File: src/rtl/jtag_user_pkg.sv
// jtag_user_pkg: TAP state encoding and chain identifiers shared by the JTAG user-DR controller.
package jtag_user_pkg;

    // Encoding matches the common Xilinx/IEEE 1149.1 tracker convention (TLR = 4'hF).
    typedef enum logic [3:0] {
        EXIT2_DR         = 4'h0,
        EXIT1_DR         = 4'h1,
        SHIFT_DR         = 4'h2,
        PAUSE_DR         = 4'h3,
        SELECT_IR        = 4'h4,
        UPDATE_DR        = 4'h5,
        CAPTURE_DR       = 4'h6,
        SELECT_DR        = 4'h7,
        EXIT2_IR         = 4'h8,
        EXIT1_IR         = 4'h9,
        SHIFT_IR         = 4'hA,
        PAUSE_IR         = 4'hB,
        RUN_TEST_IDLE    = 4'hC,
        UPDATE_IR        = 4'hD,
        CAPTURE_IR       = 4'hE,
        TEST_LOGIC_RESET = 4'hF
    } tap_state_t;

    localparam logic CHAIN_USER3 = 1'b0;
    localparam logic CHAIN_USER2 = 1'b1;

endpackage

File: src/rtl/jtag_tap_tracker.sv
// jtag_tap_tracker: mirrors the 16-state TAP controller, stepping once per oversampled TCK rise.
module jtag_tap_tracker
    import jtag_user_pkg::*;
(
    input  logic       clk,
    input  logic       rst_n,
    input  logic       tck_rise,
    input  logic       tms,
    input  logic       jtag_reset,
    output tap_state_t state
);

    tap_state_t r_state, w_next;

    always_ff @(posedge clk or negedge rst_n) begin
        if (!rst_n) r_state <= TEST_LOGIC_RESET;
        else        r_state <= w_next;
    end

    // jtag_reset has priority over any TCK activity in the same cycle.
    always_comb begin
        w_next = r_state;
        if (jtag_reset) begin
            w_next = TEST_LOGIC_RESET;
        end else if (tck_rise) begin
            case (r_state)
                TEST_LOGIC_RESET: w_next = tms ? TEST_LOGIC_RESET : RUN_TEST_IDLE;
                RUN_TEST_IDLE:    w_next = tms ? SELECT_DR : RUN_TEST_IDLE;
                SELECT_DR:        w_next = tms ? SELECT_IR : CAPTURE_DR;
                CAPTURE_DR:       w_next = tms ? EXIT1_DR  : SHIFT_DR;
                SHIFT_DR:         w_next = tms ? EXIT1_DR  : SHIFT_DR;
                EXIT1_DR:         w_next = tms ? UPDATE_DR : PAUSE_DR;
                PAUSE_DR:         w_next = tms ? EXIT2_DR  : PAUSE_DR;
                EXIT2_DR:         w_next = tms ? UPDATE_DR : SHIFT_DR;
                UPDATE_DR:        w_next = tms ? SELECT_DR : RUN_TEST_IDLE;
                SELECT_IR:        w_next = tms ? TEST_LOGIC_RESET : CAPTURE_IR;
                CAPTURE_IR:       w_next = tms ? EXIT1_IR  : SHIFT_IR;
                SHIFT_IR:         w_next = tms ? EXIT1_IR  : SHIFT_IR;
                EXIT1_IR:         w_next = tms ? UPDATE_IR : PAUSE_IR;
                PAUSE_IR:         w_next = tms ? EXIT2_IR  : PAUSE_IR;
                EXIT2_IR:         w_next = tms ? UPDATE_IR : SHIFT_IR;
                UPDATE_IR:        w_next = tms ? SELECT_DR : RUN_TEST_IDLE;
                default:          w_next = TEST_LOGIC_RESET;
            endcase
        end
    end

    assign state = r_state;

endmodule

File: src/rtl/jtag_user_dr_ctrl.sv
// jtag_user_dr_ctrl: fabric-side controller for the USER3/USER2 BSCANE2 chains; oversamples
// the JTAG pins, runs one shared DR and hands completed writes to the core over valid/ready.
module jtag_user_dr_ctrl
    import jtag_user_pkg::*;
#(
    parameter int DR_W     = 32,
    parameter int SYNC_STG = 2
) (
    input  logic            clk,
    input  logic            rst_n,
    input  logic            jtag_reset,
    input  logic            jtag_tck,
    input  logic            jtag_tms,
    input  logic            jtag_tdi,
    input  logic            jtag_sel1,
    input  logic            jtag_sel2,
    output logic            jtag_tdo,
    input  logic [DR_W-1:0] cap_data0,
    input  logic [DR_W-1:0] cap_data1,
    output logic            upd_valid,
    input  logic            upd_ready,
    output logic            upd_chain,
    output logic [DR_W-1:0] upd_data,
    output logic            err_ovr,
    output logic            err_len,
    input  logic            err_clr
);

    localparam int CW = $clog2(DR_W + 2);

    logic [SYNC_STG-1:0][5:0] r_sync;
    logic                     r_tck_d;
    logic [5:0]               w_s;
    logic                     w_tck_rise, w_tck_fall, w_jrst, w_dr_op;
    logic                     w_cap, w_shift, w_upd, w_len_bad, w_take, w_ovr;
    tap_state_t               w_state;

    logic                     r_active, r_chain, r_tdo;
    logic [DR_W-1:0]          r_sr;
    logic [CW-1:0]            r_cnt;
    logic                     r_upd_valid, r_upd_chain, r_err_ovr, r_err_len;
    logic [DR_W-1:0]          r_upd_data;

    // Bit order within each stage: {reset, sel2, sel1, tdi, tms, tck}.
    always_ff @(posedge clk or negedge rst_n) begin
        if (!rst_n) begin
            r_sync  <= '0;
            r_tck_d <= 1'b0;
        end else begin
            r_sync  <= {r_sync[SYNC_STG-2:0],
                        {jtag_reset, jtag_sel2, jtag_sel1, jtag_tdi, jtag_tms, jtag_tck}};
            r_tck_d <= w_s[0];
        end
    end

    assign w_s        = r_sync[SYNC_STG-1];
    assign w_tck_rise = w_s[0] & ~r_tck_d;
    assign w_tck_fall = ~w_s[0] & r_tck_d;
    assign w_jrst     = w_s[5];
    assign w_dr_op    = w_tck_rise & ~w_jrst;

    jtag_tap_tracker u_tap (
        .clk        (clk),
        .rst_n      (rst_n),
        .tck_rise   (w_tck_rise),
        .tms        (w_s[1]),
        .jtag_reset (w_jrst),
        .state      (w_state)
    );

    assign w_cap     = w_dr_op & (w_state == CAPTURE_DR);
    assign w_shift   = w_dr_op & (w_state == SHIFT_DR) & r_active;
    assign w_upd     = w_dr_op & (w_state == UPDATE_DR) & r_active;
    assign w_len_bad = r_cnt != CW'(DR_W);
    assign w_take    = w_upd & ~w_len_bad & (~r_upd_valid | upd_ready);
    assign w_ovr     = w_upd & ~w_len_bad & r_upd_valid & ~upd_ready;

    always_ff @(posedge clk or negedge rst_n) begin
        if (!rst_n) begin
            r_active <= 1'b0;
            r_chain  <= CHAIN_USER3;
            r_sr     <= '0;
            r_cnt    <= '0;
        end else if (w_jrst) begin
            r_active <= 1'b0;
        end else if (w_cap) begin
            r_active <= w_s[3] | w_s[4];
            if (w_s[3] | w_s[4]) begin
                r_chain <= w_s[3] ? CHAIN_USER3 : CHAIN_USER2;
                r_sr    <= w_s[3] ? cap_data0 : cap_data1;
                r_cnt   <= '0;
            end
        end else if (w_shift) begin
            r_sr  <= {w_s[2], r_sr[DR_W-1:1]};
            r_cnt <= (r_cnt == CW'(DR_W + 1)) ? r_cnt : r_cnt + 1'b1;
        end else if (w_upd) begin
            r_active <= 1'b0;
        end
    end

    // TDO changes only on TCK fall so the host sees a settled bit at the next rise.
    always_ff @(posedge clk or negedge rst_n) begin
        if (!rst_n)          r_tdo <= 1'b0;
        else if (w_tck_fall) r_tdo <= r_active & r_sr[0];
    end

    always_ff @(posedge clk or negedge rst_n) begin
        if (!rst_n) begin
            r_upd_valid <= 1'b0;
            r_upd_chain <= 1'b0;
            r_upd_data  <= '0;
            r_err_ovr   <= 1'b0;
            r_err_len   <= 1'b0;
        end else begin
            r_upd_valid <= w_take | (r_upd_valid & ~upd_ready);
            if (w_take) begin
                r_upd_chain <= r_chain;
                r_upd_data  <= r_sr;
            end
            r_err_ovr <= w_ovr | (r_err_ovr & ~err_clr);
            r_err_len <= (w_upd & w_len_bad) | (r_err_len & ~err_clr);
        end
    end

    assign jtag_tdo  = r_tdo;
    assign upd_valid = r_upd_valid;
    assign upd_chain = r_upd_chain;
    assign upd_data  = r_upd_data;
    assign err_ovr   = r_err_ovr;
    assign err_len   = r_err_len;

endmodule
File: config.mk
export PLATFORM = sky130hd
export DESIGN_NAME = jtag_user_dr_ctrl
export DESIGN_NICKNAME = d
export VERILOG_FILES = /design/src/rtl/jtag_user_pkg.sv /design/src/rtl/jtag_tap_tracker.sv /design/src/rtl/jtag_user_dr_ctrl.sv
export SDC_FILE = /design/constraint.sdc
export NUM_CORES = 1
export LEC_CHECK = 0
export BUFFER_PORTS_ARGS = -buffer_cell sky130_fd_sc_hd__buf_2
export CORE_UTILIZATION = 45
export DETAILED_ROUTE_END_ITERATION = 10
export GPL_ROUTABILITY_DRIVEN = 0
export PLACE_DENSITY = 0.8
export SYNTH_ARGS = -nofsm -noshare
export SYNTH_HDL_FRONTEND = slang
export SYNTH_SLANG_ARGS = --single-unit
File: constraint.sdc
create_clock -name clk -period 2.2 [get_ports clk]
set_input_delay 0.66 -clock clk [delete_from_list [all_inputs] [get_ports clk]]
set_output_delay 0.66 -clock clk [all_outputs]
set_load 0.05 [all_outputs]
* Word level (Yosys, flattened, before mapping)
Index checks and enable logic that the tools add are counted.
** Cells by class
- $add $sub $neg :: 1
- Equality and inequality tests :: 20
- Multiplexer cells :: 28
- Bitwise gates (word level) :: 29
- Reduce and logical (&&, ||, !) cells :: 11
** Operators with widths (count)
- 2-to-1 mux 32 bit :: 4
- one-hot mux 4 bit (12 select lines) :: 1
- equality test 4 bit (second input constant) :: 8
- 2-to-1 mux 6 bit :: 4
- bitwise AND 1 bit :: 17
- equality test 4 x 3 -> 1 bit (second input constant) :: 4
- 2-to-1 mux 2 bit :: 6
- 2-to-1 mux 3 bit :: 4
- 2-to-1 mux 4 bit :: 3
- equality test 4 x 2 -> 1 bit (second input constant) :: 2
- NOT 1 bit :: 7
- adder 6 x 1 -> 6 bit (second input constant) :: 1
- equality test 6 bit (second input constant) :: 1
- 2-to-1 mux 1 bit :: 6
- inequality test 6 bit (second input constant) :: 1
- AND reduction 3 bit :: 2
- bitwise OR 1 bit :: 5
- equality test 4 x 1 -> 1 bit (second input constant) :: 1
- logical NOT 4 bit :: 1
- AND reduction 4 bit :: 1
- nonzero test 2 bit :: 2
- OR reduction 2 bit :: 2
- inequality test 3 bit (second input constant) :: 1
- nonzero test 3 bit :: 1
- other kinds (4) :: 4
** Storage, ports and cells
- Register bits :: 94
- Input bits :: 74
- Output and inout port bits :: 37
- Word-level logic and storage cells :: 103

* Longest topological paths before layout
Gate-level depths: netlist of run 1.
- Depth in word-level cells :: 9
- Depth in mapped cells :: 8
- Mapped depth without buffers :: 5

* By module
From an unflattened synthesis of run 1, not the netlist that was laid out.
** Unflattened totals
- Cell total of the unflattened synthesis :: 364
- Area total of the unflattened synthesis :: 4419.2 sq um
** Modules (own cells, without submodules)
- jtag_user_dr_ctrl :: times used 1, cells an instance 339, area an instance 4176.5 sq um, sequential area each 2252.2 sq um
- jtag_tap_tracker :: times used 1, cells an instance 25, area an instance 242.7 sq um, sequential area each 105.1 sq um

* Least setup slack after synthesis of run 1
Ideal clock, no wire load.
- Path type :: register -> register
- Start point :: reg u_tap.r_state[0] (netlist: u_tap.state[0])
- End point :: reg r_upd_data[26] (netlist: upd_data[26])
- Library setup time :: 125 ps
- Arrival time :: 1992 ps
- Data required time :: 2075 ps
- Slack :: 84 ps
- Stages on the path, launching flop included :: 7
- Path buffers :: 2
- Clock period less this slack :: 2116 ps
- Cell sequence :: dfstp_2 > buf_2 > nor4bb_1 > nand3_1 > nor3b_4 > buf_6 > mux2_2
** Between the ends
- Word-level cells in the longest chain between the ends :: 5
** RTL lines
- start: declaration :: line jtag_tap_tracker.sv:13 : tap_state_t r_state, w_next;
- start signal: assignment :: line jtag_tap_tracker.sv:17 : else r_state <= w_next;
- equality test 4 x 3 -> 1 bit :: line jtag_user_dr_ctrl.sv:73 : assign w_upd = w_dr_op & (w_state == UPDATE_DR) & r_active;
- bitwise AND 1 bit (2 in series) :: line jtag_user_dr_ctrl.sv:73
- bitwise AND 1 bit (2 in series) :: line jtag_user_dr_ctrl.sv:75 : assign w_take = w_upd & ~w_len_bad & (~r_upd_valid | upd_ready);
- end signal: assignment :: line jtag_user_dr_ctrl.sv:118 : r_upd_data <= r_sr;
- end: declaration :: line jtag_user_dr_ctrl.sv:42 : logic [DR_W-1:0] r_upd_data;
No other way between the ends.
A chain may end at the register's enable or synchronous reset.

* Final worst setup path of run 1
- Start point :: reg u_tap.r_state[3] (netlist: u_tap.state[3])
- End point :: reg r_sr[29]
** Between the ends
- Word-level cells in the longest chain between the ends :: 5
- Elaborated cells between the ends (all ways) :: 9
- Those cells by class :: eq/ne (3); mux (1); bitwise (3); reduce/logical (2)
** RTL lines
- equality test 4 x 2 -> 1 bit :: line jtag_user_dr_ctrl.sv:72 : assign w_shift = w_dr_op & (w_state == SHIFT_DR) & r_active;
- bitwise AND 1 bit (2 in series) :: line jtag_user_dr_ctrl.sv:72
- nonzero test 2 bit (no source line)
- AND reduction 3 bit (no source line)
- end signal: assignment :: line jtag_user_dr_ctrl.sv:90 : r_sr <= w_s[3] ? cap_data0 : cap_data1;
- end signal: assignment :: line jtag_user_dr_ctrl.sv:94 : r_sr <= {w_s[2], r_sr[DR_W-1:1]};
- end: declaration :: line jtag_user_dr_ctrl.sv:39 : logic [DR_W-1:0] r_sr;
Several ways; a longest one is shown, not always the timed one.

==> impl_metrics.yaml, run 1 <==
cells_and_area:
  area_used_by_sequential_logic_in_the_layout_sq_um: 2360
  stdcell_count: 629
  nets: 568
  diodes: 0
  multiInputGateArea_sq_um: 2050
  syn2layout_area_growth_pct: 25.0
  final_util_pct: 57.9
  drive_gt1_share_pct: 45.2
  fill_cells: 799
  postLayoutCellArea_sq_um: 5660
setup_path:
  setup.worst_path.start_class: "flip-flop"
  chain_of_cells_forming_the_critical_path: "or4b_4 > or2_1 > a21boi_4 > buf_12 > mux2_2"
  worst_ep_required_time_ns: 2.46
  critical_path_s_slowest_cell: "or4b_4"
  worst_r2r_path_depth: 5
  rr_endpoint: "r_sr[29]$_DFFE_PN0P_"
  critical_path_buf_inv_count: 1
  peak_fanout_along_the_critical_path: 18
  arrival_ns: 2.38
  critical_path_capture_point_type: "flip-flop"
  timing.critical_path.max_delay_family: "simple AND/OR/NAND/NOR gates"
  max_stage_delay_ns: 0.54
  worst_r2r_startpoint: "u_tap.state[3]$_DFFE_PN1P_"
  critical_path_cell_count: 5
  worst-r2r-setup-slack_ns: 0.07
  crit_type: "flip-flop to flip-flop"
global_route:
  antenna_found_initial: 0
  grt_first_pass_wirelength_um: 16200
  grt.overflow.total: 0
  grt.total_usage_pct: 20.4
  via_count_of_the_first_global_routing_pass: 3242
  grt_start_max_net_pins: 36
timing:
  finalCritPeriodShare_pct: 96.7
  fin_crit_ns: 2.13
  finalHoldWorstSlack_ns: 0.225
  rsz0062_at_grt: "false"
  relSlewSlack_pct: 51.7
  slew_worst_pin_ns: 0.721
  drv_slew: 0
  max_clock_freq_ghz: 0.470
  finalSetupViolations: 0
  totalNegativeSetupSlack_ns: 0
  skew_ns: 0.0130
  post-route-worst-setup-slack_ns: 0.0727
  finalHoldViolCount: 0
routing:
  final_antenna_net_count: 0
  drt_iter0_drc: 166
  drt_first_pass_iters: 5
  routed-via-count: 3456
  drc_errors: 0
  totalWireLength_um: 10500
  vias_per_cell: 5.49
  wl_per_cell_um: 16.7
placed_design:
  dpl_cell_area_sq_um: 5340
  detailed_place_hpwl_um: 7270
  dp.cells: 608
  post-place-ws_ns: -0.0145
  port_buffers: 110
clock_network:
  clock_latency_ns: 0.37
  cts_tree: "done"
  htree_levels: 3
  cts_max_path_buffers: 2
  cts_inserted_buffers: 9
  cts_hold_repair.buffers: 0
  clk_transition_reported_paths_ns: 0.10
  ctsRootBufferMaster: "clkbuf_8"
  tritoncts_sink_count: 94
logic_synthesis:
  synth.cell_area_sq_um: 4530
  yosysWarningCount: 0
  synth_commonest_cells: "90 x dfrtp_1, 68 x a21oi_1, 48 x mux2_2"
  synth.ff_latch_count: 94
  synthMostInstantiatedCell: "dfrtp_1"
  ys_async_sr_fraction_pct: 100
  synth.top_cell.area_share_pct: 49.8
  ys_dominant_reg_cell: "dfrtp_1"
  mappedNetlistNets: 448
  top_cells_by_area_in_the_synthesized_netlist: "dfrtp_1 50%, mux2_2 12%, mux2i_1 8.8%"
  ys_seq_area_share_pct: 52.1
  syn_inst: 371
  synth_area_leader_cell: "dfrtp_1"
  syn_area_per_cell_sq_um: 12.2
  number_of_enable_flip_flop_cells_after_synthesis: 0
  netlist-cell-type-count: 42
power:
  ir_worst_vdd_uv: 371
  p_leak_nw: 2.97
  cellPowerDensity_nw_per_um2: 588
  power.total_mw: 3.33
die:
  rows: 36
  core_region_area_sq_um: 9770
  die-height_um: 102
  io_pins: 111
  die_x_um: 102
  die_area_sq_um: 10500
  initial_utilization_pct: 46.3
flow_run:
  cap_viol_max_count: 0
outcome:
  status: "finished clean"
worst_hold_path:
  hold_path.class: "input port to asynchronous set/reset pin"
[routing by layer]
layer	share of wire (%)	vias to the layer above	routed length (um)	global-route usage, %
li1	-	1575	-	-
met1	42	1688	4380	27.4
met2	49	172	5100	32.5
met3	7.5	21	787	4.79
met4	2.0	0	212	6.92
met5	0	-	0	0
[what timing repair did]
item / in CTS / in global routing
pin swaps: 0 / 4
hold endpoints to repair: 0 / 0
setup buffers: 0 / 4
gates resized for setup: 1 / 7
gates cloned: 0 / 1
endpoints found under the setup margin: 33 / 51
[sequential cells by signal (all words and copies together) (netlist names), 4 cells and up]
signal / flops
r_sync: 6
w_s: 6
upd_data: 32
u_tap.state: 4
r_cnt: 6
r_sr: 32
[cell families after synthesis]
logic type               Yosys count  synth area share (%)
AO/OA/AOI/OAI                     89                  11.3
flip-flops                        94                  52.1
adder cells (fa/ha/maj)            3                 0.829
AND/OR/NAND/NOR                   47                  6.03
buffers and inverters             33                  3.92
multiplexers                     105                  25.8
[worst reg2reg max path: cells and delay by family, from the launching register on]
| family | cells | cell delay (ns) |
|---|---|---|
| flip-flops | 1 | 0.44 |
| AO/OA/AOI/OAI | 1 | 0.22 |
| buffers and inverters | 1 | 0.21 |
| AND/OR/NAND/NOR | 2 | 0.80 |
| multiplexers | 1 | 0.36 |
[layout make-up]
class                           instances  share of cell area (%)
Multi-Input combinational cell        244                    36.2
Clock inverter                          7                    1.84
Inverter                                9                   0.597
Timing Repair Buffer                  133                    14.5
Sequential cell                        94                    41.7
Clock buffer                            9                    2.19
Tap cell                              133                    2.94
[worst max-delay path by stage]
| stage | startpoint | slack, ns | to |
|---|---|---|---|
| after floorplan | u_tap.state[0]$_DFFE_PN1P_ | 0.08 | upd_data[26]$_DFFE_PN0P_ |
| after global placement | r_cnt[2]$_DFFE_PN0P_ | 0.02 | upd_data[8]$_DFFE_PN0P_ |
| after detailed placement | u_tap.state[2]$_DFFE_PN1P_ | -0.01 | upd_data[15]$_DFFE_PN0P_ |
| after CTS | r_cnt[2]$_DFFE_PN0P_ | 0.02 | upd_data[12]$_DFFE_PN0P_ |
| after global routing | u_tap.state[2]$_DFFE_PN1P_ | 0.002 | r_cnt[5]$_DFFE_PN0P_ |
| final | u_tap.state[3]$_DFFE_PN1P_ | 0.07 | r_sr[29]$_DFFE_PN0P_ |
[placed cells by master, fill, tap and decap left out, types with 8 or more instances in the layout]
master    instances
a21oi_1          68
buf_2           109
buf_4            16
clkbuf_8          9
dfrtp_1          89
inv_1             9
mux2_2           48
mux2_4           10
mux2i_1          40
nand2_1          15
nand2b_1          8
[report_power, final]
part	internal [mW]	switching (mW)	leakage, nW
Clock	0.656	0.656	0.108
Sequential	1.75	0.0260	1.26
Combinational	0.115	0.122	1.59
Total	2.52	0.804	2.97
(Power assumes the default switching activity.)
==> run 2: changes to the inputs <==
--- a/config.mk
+++ b/config.mk
@@ -5,11 +5,13 @@
 export SDC_FILE = /design/constraint.sdc
 export NUM_CORES = 1
 export LEC_CHECK = 0
+export ABC_AREA = 1
 export BUFFER_PORTS_ARGS = -buffer_cell sky130_fd_sc_hd__buf_2
 export CORE_UTILIZATION = 45
+export CTS_CLUSTER_SIZE = 12
 export DETAILED_ROUTE_END_ITERATION = 10
 export GPL_ROUTABILITY_DRIVEN = 0
-export PLACE_DENSITY = 0.8
+export PLACE_DENSITY = 0.79
 export SYNTH_ARGS = -nofsm -noshare
 export SYNTH_HDL_FRONTEND = slang
 export SYNTH_SLANG_ARGS = --single-unit
==> run 2 against run 1 <==
Against the previous run: non-clock buffer count shrank 15; flip-flop and latch count stayed put; hold slack improved by 0.047 ns; setup slack improved by 0.24 ns; synthesized area increased by 4.4%; cell count is 33% higher; highest routed layer unchanged; critical path type unchanged; sequential power about the same.
==> impl_metrics.yaml, run 2 <==
logic_synthesis:
  ys_seq_area_share_pct: 49.9
  syn_inst: 597
  synthSimpleGateAreaFrac_pct: 22.8
  combinational_family_with_the_most_area_after_synthesis: "simple AND/OR/NAND/NOR gates"
  synth.ff_latch_count: 94
  ys_dominant_reg_cell: "dfrtp_1"
  ys_async_sr_fraction_pct: 100
  synthAdderAreaFrac_pct: 0.794
  number_of_enable_flip_flop_cells_after_synthesis: 0
  synth.cell_area_sq_um: 4730
  syn_area_per_cell_sq_um: 7.92
  synthMostInstantiatedCell: "nand2_1"
  top_cells_by_area_in_the_synthesized_netlist: "dfrtp_1 48%, nand2_1 16%, inv_1 6.4%"
  synth.top_cell.area_share_pct: 47.7
  synthXorXnorAreaFrac_pct: 0.185
  yosysWarningCount: 0
  synth_compound_area_share_pct: 15.0
  synth_area_leader_cell: "dfrtp_1"
  mappedNetlistNets: 674
  synthMuxAreaShare_pct: 0
  synth_commonest_cells: "202 x nand2_1, 90 x dfrtp_1, 81 x inv_1"
  netlist-cell-type-count: 29
timing:
  slew_worst_pin_ns: 0.573
  fin_crit_ns: 1.89
  relSlewSlack_pct: 61.8
  finalHoldViolCount: 0
  totalNegativeSetupSlack_ns: 0
  finalCritPeriodShare_pct: 86.0
  rsz0062_at_grt: "false"
  max_clock_freq_ghz: 0.529
  skew_ns: 0.0154
  finalSetupViolations: 0
  drv_slew: 0
die:
  die_x_um: 104
  die_area_sq_um: 10900
  rows: 37
  initial_utilization_pct: 46.2
  io_pins: 111
  die-height_um: 104
  core_region_area_sq_um: 10200
clock_network:
  cts_inserted_buffers: 9
  tritoncts_sink_count: 94
  postCtsSetupBuffers: 0
  cts_max_path_buffers: 2
  htree_levels: 3
  cts_tree: "done"
  ctsRootBufferMaster: "clkbuf_8"
  cts_hold_repair.buffers: 0
  post_cts.resized_instances: 0
  clock_latency_ns: 0.37
  clk_transition_reported_paths_ns: 0.09
setup_path:
  crit_type: "flip-flop to flip-flop"
  arrival_ns: 2.18
  setup.worst_path.start_class: "flip-flop"
  peak_fanout_along_the_critical_path: 32
  critical_path_capture_point_type: "flip-flop"
  worst_ep_required_time_ns: 2.49
  worst-r2r-setup-slack_ns: 0.31
placed_design:
  port_buffers: 110
  detailed_place_hpwl_um: 7500
  dpl_cell_area_sq_um: 5320
routing:
  routed-via-count: 4073
  drt_first_pass_iters: 8
  drt_iter0_drc: 400
  drc_errors: 0
  totalWireLength_um: 10700
  final_antenna_net_count: 0
  vias_per_cell: 4.86
  wl_per_cell_um: 12.8
outcome:
  status: "finished clean"
power:
  cellPowerDensity_nw_per_um2: 613
  p_leak_nw: 3.15
  internal_power_mw: 2.57
  comb_power_share_pct: 8.9
  seq_power_share_pct: 53.3
  power.net_switching_uw: 829
  p_clk_share_pct: 37.8
  power.switching_fraction_pct: 24.4
  ir_worst_vdd_uv: 353
global_route:
  grt.overflow.total: 0
  via_count_of_the_first_global_routing_pass: 3825
  grt.total_usage_pct: 20.6
  grt_start_max_net_pins: 67
  antenna_found_initial: 0
  grt_first_pass_wirelength_um: 18000
cells_and_area:
  multiInputGateArea_sq_um: 1830
  diodes: 0
  syn2layout_area_growth_pct: 17.4
  layout.cells.most_common: "nand2_1"
  nets: 774
  postLayoutCellArea_sq_um: 5550
  drive_gt1_share_pct: 24.2
  fill_cells: 943
  area_used_by_sequential_logic_in_the_layout_sq_um: 2360
  most-common-layout-cells: "202 x nand2_1, 109 x buf_2, 89 x dfrtp_1"
worst_hold_path:
  hold_path.class: "input port to asynchronous set/reset pin"
flow_run:
  cap_viol_max_count: 0
[run 2: cell types whose count changed in the layout (fill, tap and decap cells not counted), moves of 8 or more]
cell / delta
mux2_2: -48
inv_1: +72
o21ai_1: +59
mux2_4: -10
o21ai_0: +43
nand2_1: +187
nor2_1: +13
nand2b_1: -8
buf_4: -9
a21oi_1: -64
o21ai_2: +12
mux2i_1: -40
[run 2: area by class of cell]
cell class | instances | area share, %
Clock inverter | 5 | 1.47
Sequential cell | 94 | 42.5
Inverter | 85 | 5.84
Clock buffer | 11 | 2.55
Multi-Input combinational cell | 389 | 33.0
Tap cell | 136 | 3.07
Timing Repair Buffer | 118 | 11.5
[run 2: logic make-up after synthesis]
| logic type | count (synthesis) |
|---|---|
| DFF | 94 |
| adders and majority gates | 3 |
| and+or+nand+nor | 255 |
| AOI/OAI and AO/OA | 130 |
| buffers and inverters | 114 |
| xor gates and xnor gates | 1 |
[run 2: worst max-delay path, cell delays in order, from the launching register on]
cell and delay (ns):
dfstp_2 0.60, inv_1 0.09, nand2_1 0.16, nor2_1 0.06, nand3_1 0.12, nand2_2 0.15, inv_2 0.39, nand2_1 0.11
o21ai_1 0.12
[run 2: metrics by stage]
stage | utilization, % | hold WS, ns | setup slack [ns] | power (mW) | instances
floorplan | - | 0.331 | 0.667 | 1.99 | 597
global placement | 52.0 | 0.332 | 0.438 | 2.13 | 822
detailed placement | 52.0 | 0.338 | 0.358 | 2.14 | 822
CTS | 54.2 | 0.284 | 0.316 | 3.41 | 838
global route | 54.2 | 0.305 | 0.151 | 3.53 | 838
finish | 54.2 | 0.272 | 0.308 | 3.40 | 838
[run 2: power by group through the flow]
stage          clock network (mW)  registers (mW)  logic [mW]
2_1_floorplan                   0            1.84       0.147
3_3_place_gp                    0            1.84       0.288
3_5_place_dp                    0            1.84       0.301
4_1_cts                      1.30            1.81       0.304
5_1_grt                      1.36            1.82       0.345
6_report                     1.29            1.81       0.301
[run 2: metal layers]
layer	global-route usage, %	routed length [um]
met4	7.24	168
met3	3.57	711
met5	0	0
met1	26.5	4670
met2	34.7	5140
[run 2: path summary, 6_finish.rpt]
check	start	end	depth (start not counted)
max reg2reg	u_tap.state[0]$_DFFE_PN1P_	r_sr[17]$_DFFE_PN0P_	8
min	rst_n	upd_data[23]$_DFFE_PN0P_	1
max in group asynchronous	rst_n	r_sr[9]$_DFFE_PN0P_	2
max	u_tap.state[0]$_DFFE_PN1P_	r_sr[17]$_DFFE_PN0P_	8
min reg2reg	r_sync[2]$_DFF_PN0_	w_s[2]$_DFF_PN0_	0
min in group clk	r_sync[2]$_DFF_PN0_	w_s[2]$_DFF_PN0_	0
==> run 3: changes to the inputs <==
--- a/config.mk
+++ b/config.mk
@@ -7,6 +7,7 @@
 export LEC_CHECK = 0
 export ABC_AREA = 1
 export BUFFER_PORTS_ARGS = -buffer_cell sky130_fd_sc_hd__buf_2
+export CORE_ASPECT_RATIO = 2
 export CORE_UTILIZATION = 45
 export CTS_CLUSTER_SIZE = 12
 export DETAILED_ROUTE_END_ITERATION = 10
==> run 3 against run 2 <==
Against the previous run: combinational power about the same; via count increased by 3.1%; flip-flop and latch count unchanged; largest power group unchanged.
==> impl_metrics.yaml, run 3 (synthesis gave the netlist of run 2 again) <==
die:
  die-height_um: 147
  die_x_um: 74.5
  core_region_area_sq_um: 10100
  io_pins: 111
  die_area_sq_um: 10900
  rows: 52
  initial_utilization_pct: 46.6
clock_network:
  cts_tree: "done"
  clk_transition_reported_paths_ns: 0.07
  cts_inserted_buffers: 9
  ctsRootBufferMaster: "clkbuf_16"
  cts_max_path_buffers: 2
  htree_levels: 3
  clock_latency_ns: 0.34
  post_cts.resized_instances: 0
  cts_hold_repair.buffers: 0
  postCtsSetupBuffers: 0
  tritoncts_sink_count: 94
routing:
  final_antenna_net_count: 0
  totalWireLength_um: 11000
  wl_per_cell_um: 13.2
  drt_iter0_drc: 398
  drc_errors: 0
  vias_per_cell: 5.03
  drt_first_pass_iters: 8
  routed-via-count: 4201
power:
  ir_worst_vdd_uv: 549
  cellPowerDensity_nw_per_um2: 672
  p_leak_nw: 3.18
  power.total_mw: 3.79
timing:
  slew_worst_pin_ns: 0.701
  finalSetupViolations: 0
  finalHoldWorstSlack_ns: 0.314
  finalCritPeriodShare_pct: 90.3
  finalHoldViolCount: 0
  totalNegativeSetupSlack_ns: 0
  drv_slew: 0
  fin_crit_ns: 1.99
  post-route-worst-setup-slack_ns: 0.213
  skew_ns: 0.00885
  rsz0062_at_grt: "false"
  relSlewSlack_pct: 53.3
  max_clock_freq_ghz: 0.503
cells_and_area:
  stdcell_count: 836
  diodes: 0
  final_util_pct: 55.6
  fill_cells: 937
  drive_gt1_share_pct: 24.3
  postLayoutCellArea_sq_um: 5650
  nets: 773
  syn2layout_area_growth_pct: 19.5
  most-common-layout-cells: "202 x nand2_1, 109 x buf_2, 89 x dfrtp_1"
  layout.cells.most_common: "nand2_1"
placed_design:
  port_buffers: 110
  detailed_place_hpwl_um: 7620
  dp.cells: 820
  dpl_cell_area_sq_um: 5320
  post-place-ws_ns: 0.296
setup_path:
  peak_fanout_along_the_critical_path: 27
  worst-r2r-setup-slack_ns: 0.21
  crit_type: "flip-flop to flip-flop"
  critical_path_capture_point_type: "flip-flop"
  arrival_ns: 2.18
  critPathLaunch: "u_tap.state[0]$_DFFE_PN1P_"
  setup.worst_path.start_class: "flip-flop"
  worst_r2r_startpoint: "u_tap.state[0]$_DFFE_PN1P_"
  worst_ep_required_time_ns: 2.39
global_route:
  via_count_of_the_first_global_routing_pass: 3943
  grt_start_max_net_pins: 67
  grt.overflow.total: 0
  antenna_found_initial: 0
  grt_first_pass_wirelength_um: 17800
  grt.total_usage_pct: 21.2
outcome:
  status: "finished clean"
flow_run:
  cap_viol_max_count: 0
worst_hold_path:
  hold_path.class: "input port to asynchronous set/reset pin"
## run 3: changes by cell type in the layout (fill, tap and decap cells not counted), sizes merged
cell,before,now
clkinvlp,1,2
clkbuf,11,10
buf,118,117
## run 3: worst paths after layout
check	endpoint	cells after the start
hold reg to reg	w_s[1]$_DFF_PN0_	0
setup / recovery	r_sr[15]$_DFFE_PN0P_	8
setup reg to reg	r_sr[15]$_DFFE_PN0P_	8
max in group asynchronous	upd_data[8]$_DFFE_PN0P_	2
hold / removal	r_sr[2]$_DFFE_PN0P_	1
min in group clk	w_s[1]$_DFF_PN0_	0
## run 3: routing by layer
layer	part of all wire [%]	vias to the layer above	track usage (%)
met3	4.6	43	4.05
met5	0	-	0
met4	4.1	0	10.9
met1	38	1932	24.2
met2	53	167	36.4
li1	-	2059	-
## run 3: layout make-up
| class | instances | area (sq um) | area share (%) |
|---|---|---|---|
| Multi-Input combinational cell | 389 | 1830 | 32.5 |
| Clock buffer | 10 | 239 | 4.23 |
| Tap cell | 135 | 169 | 2.99 |
| Timing Repair Buffer | 117 | 631 | 11.2 |
| Clock inverter | 6 | 92.6 | 1.64 |
| Inverter | 85 | 324 | 5.74 |
| Sequential cell | 94 | 2360 | 41.8 |
## run 3: report_power, final
group | switching (mW) | leakage (nW) | internal (mW) | total [mW]
Sequential | 0.0341 | 1.10 | 1.78 | 1.81
Combinational | 0.181 | 1.92 | 0.119 | 0.301
Clock | 0.649 | 0.155 | 1.03 | 1.68
## run 3: worst max-delay path, cell delays in order (launching register included)
cell	delay, ns
dfstp_2	0.59
inv_1	0.09
nand2_1	0.18
nor2_4	0.07
nand2_2	0.28
buf_4	0.35
nand2_1	0.08
o21ai_1	0.10
o21ai_1	0.09
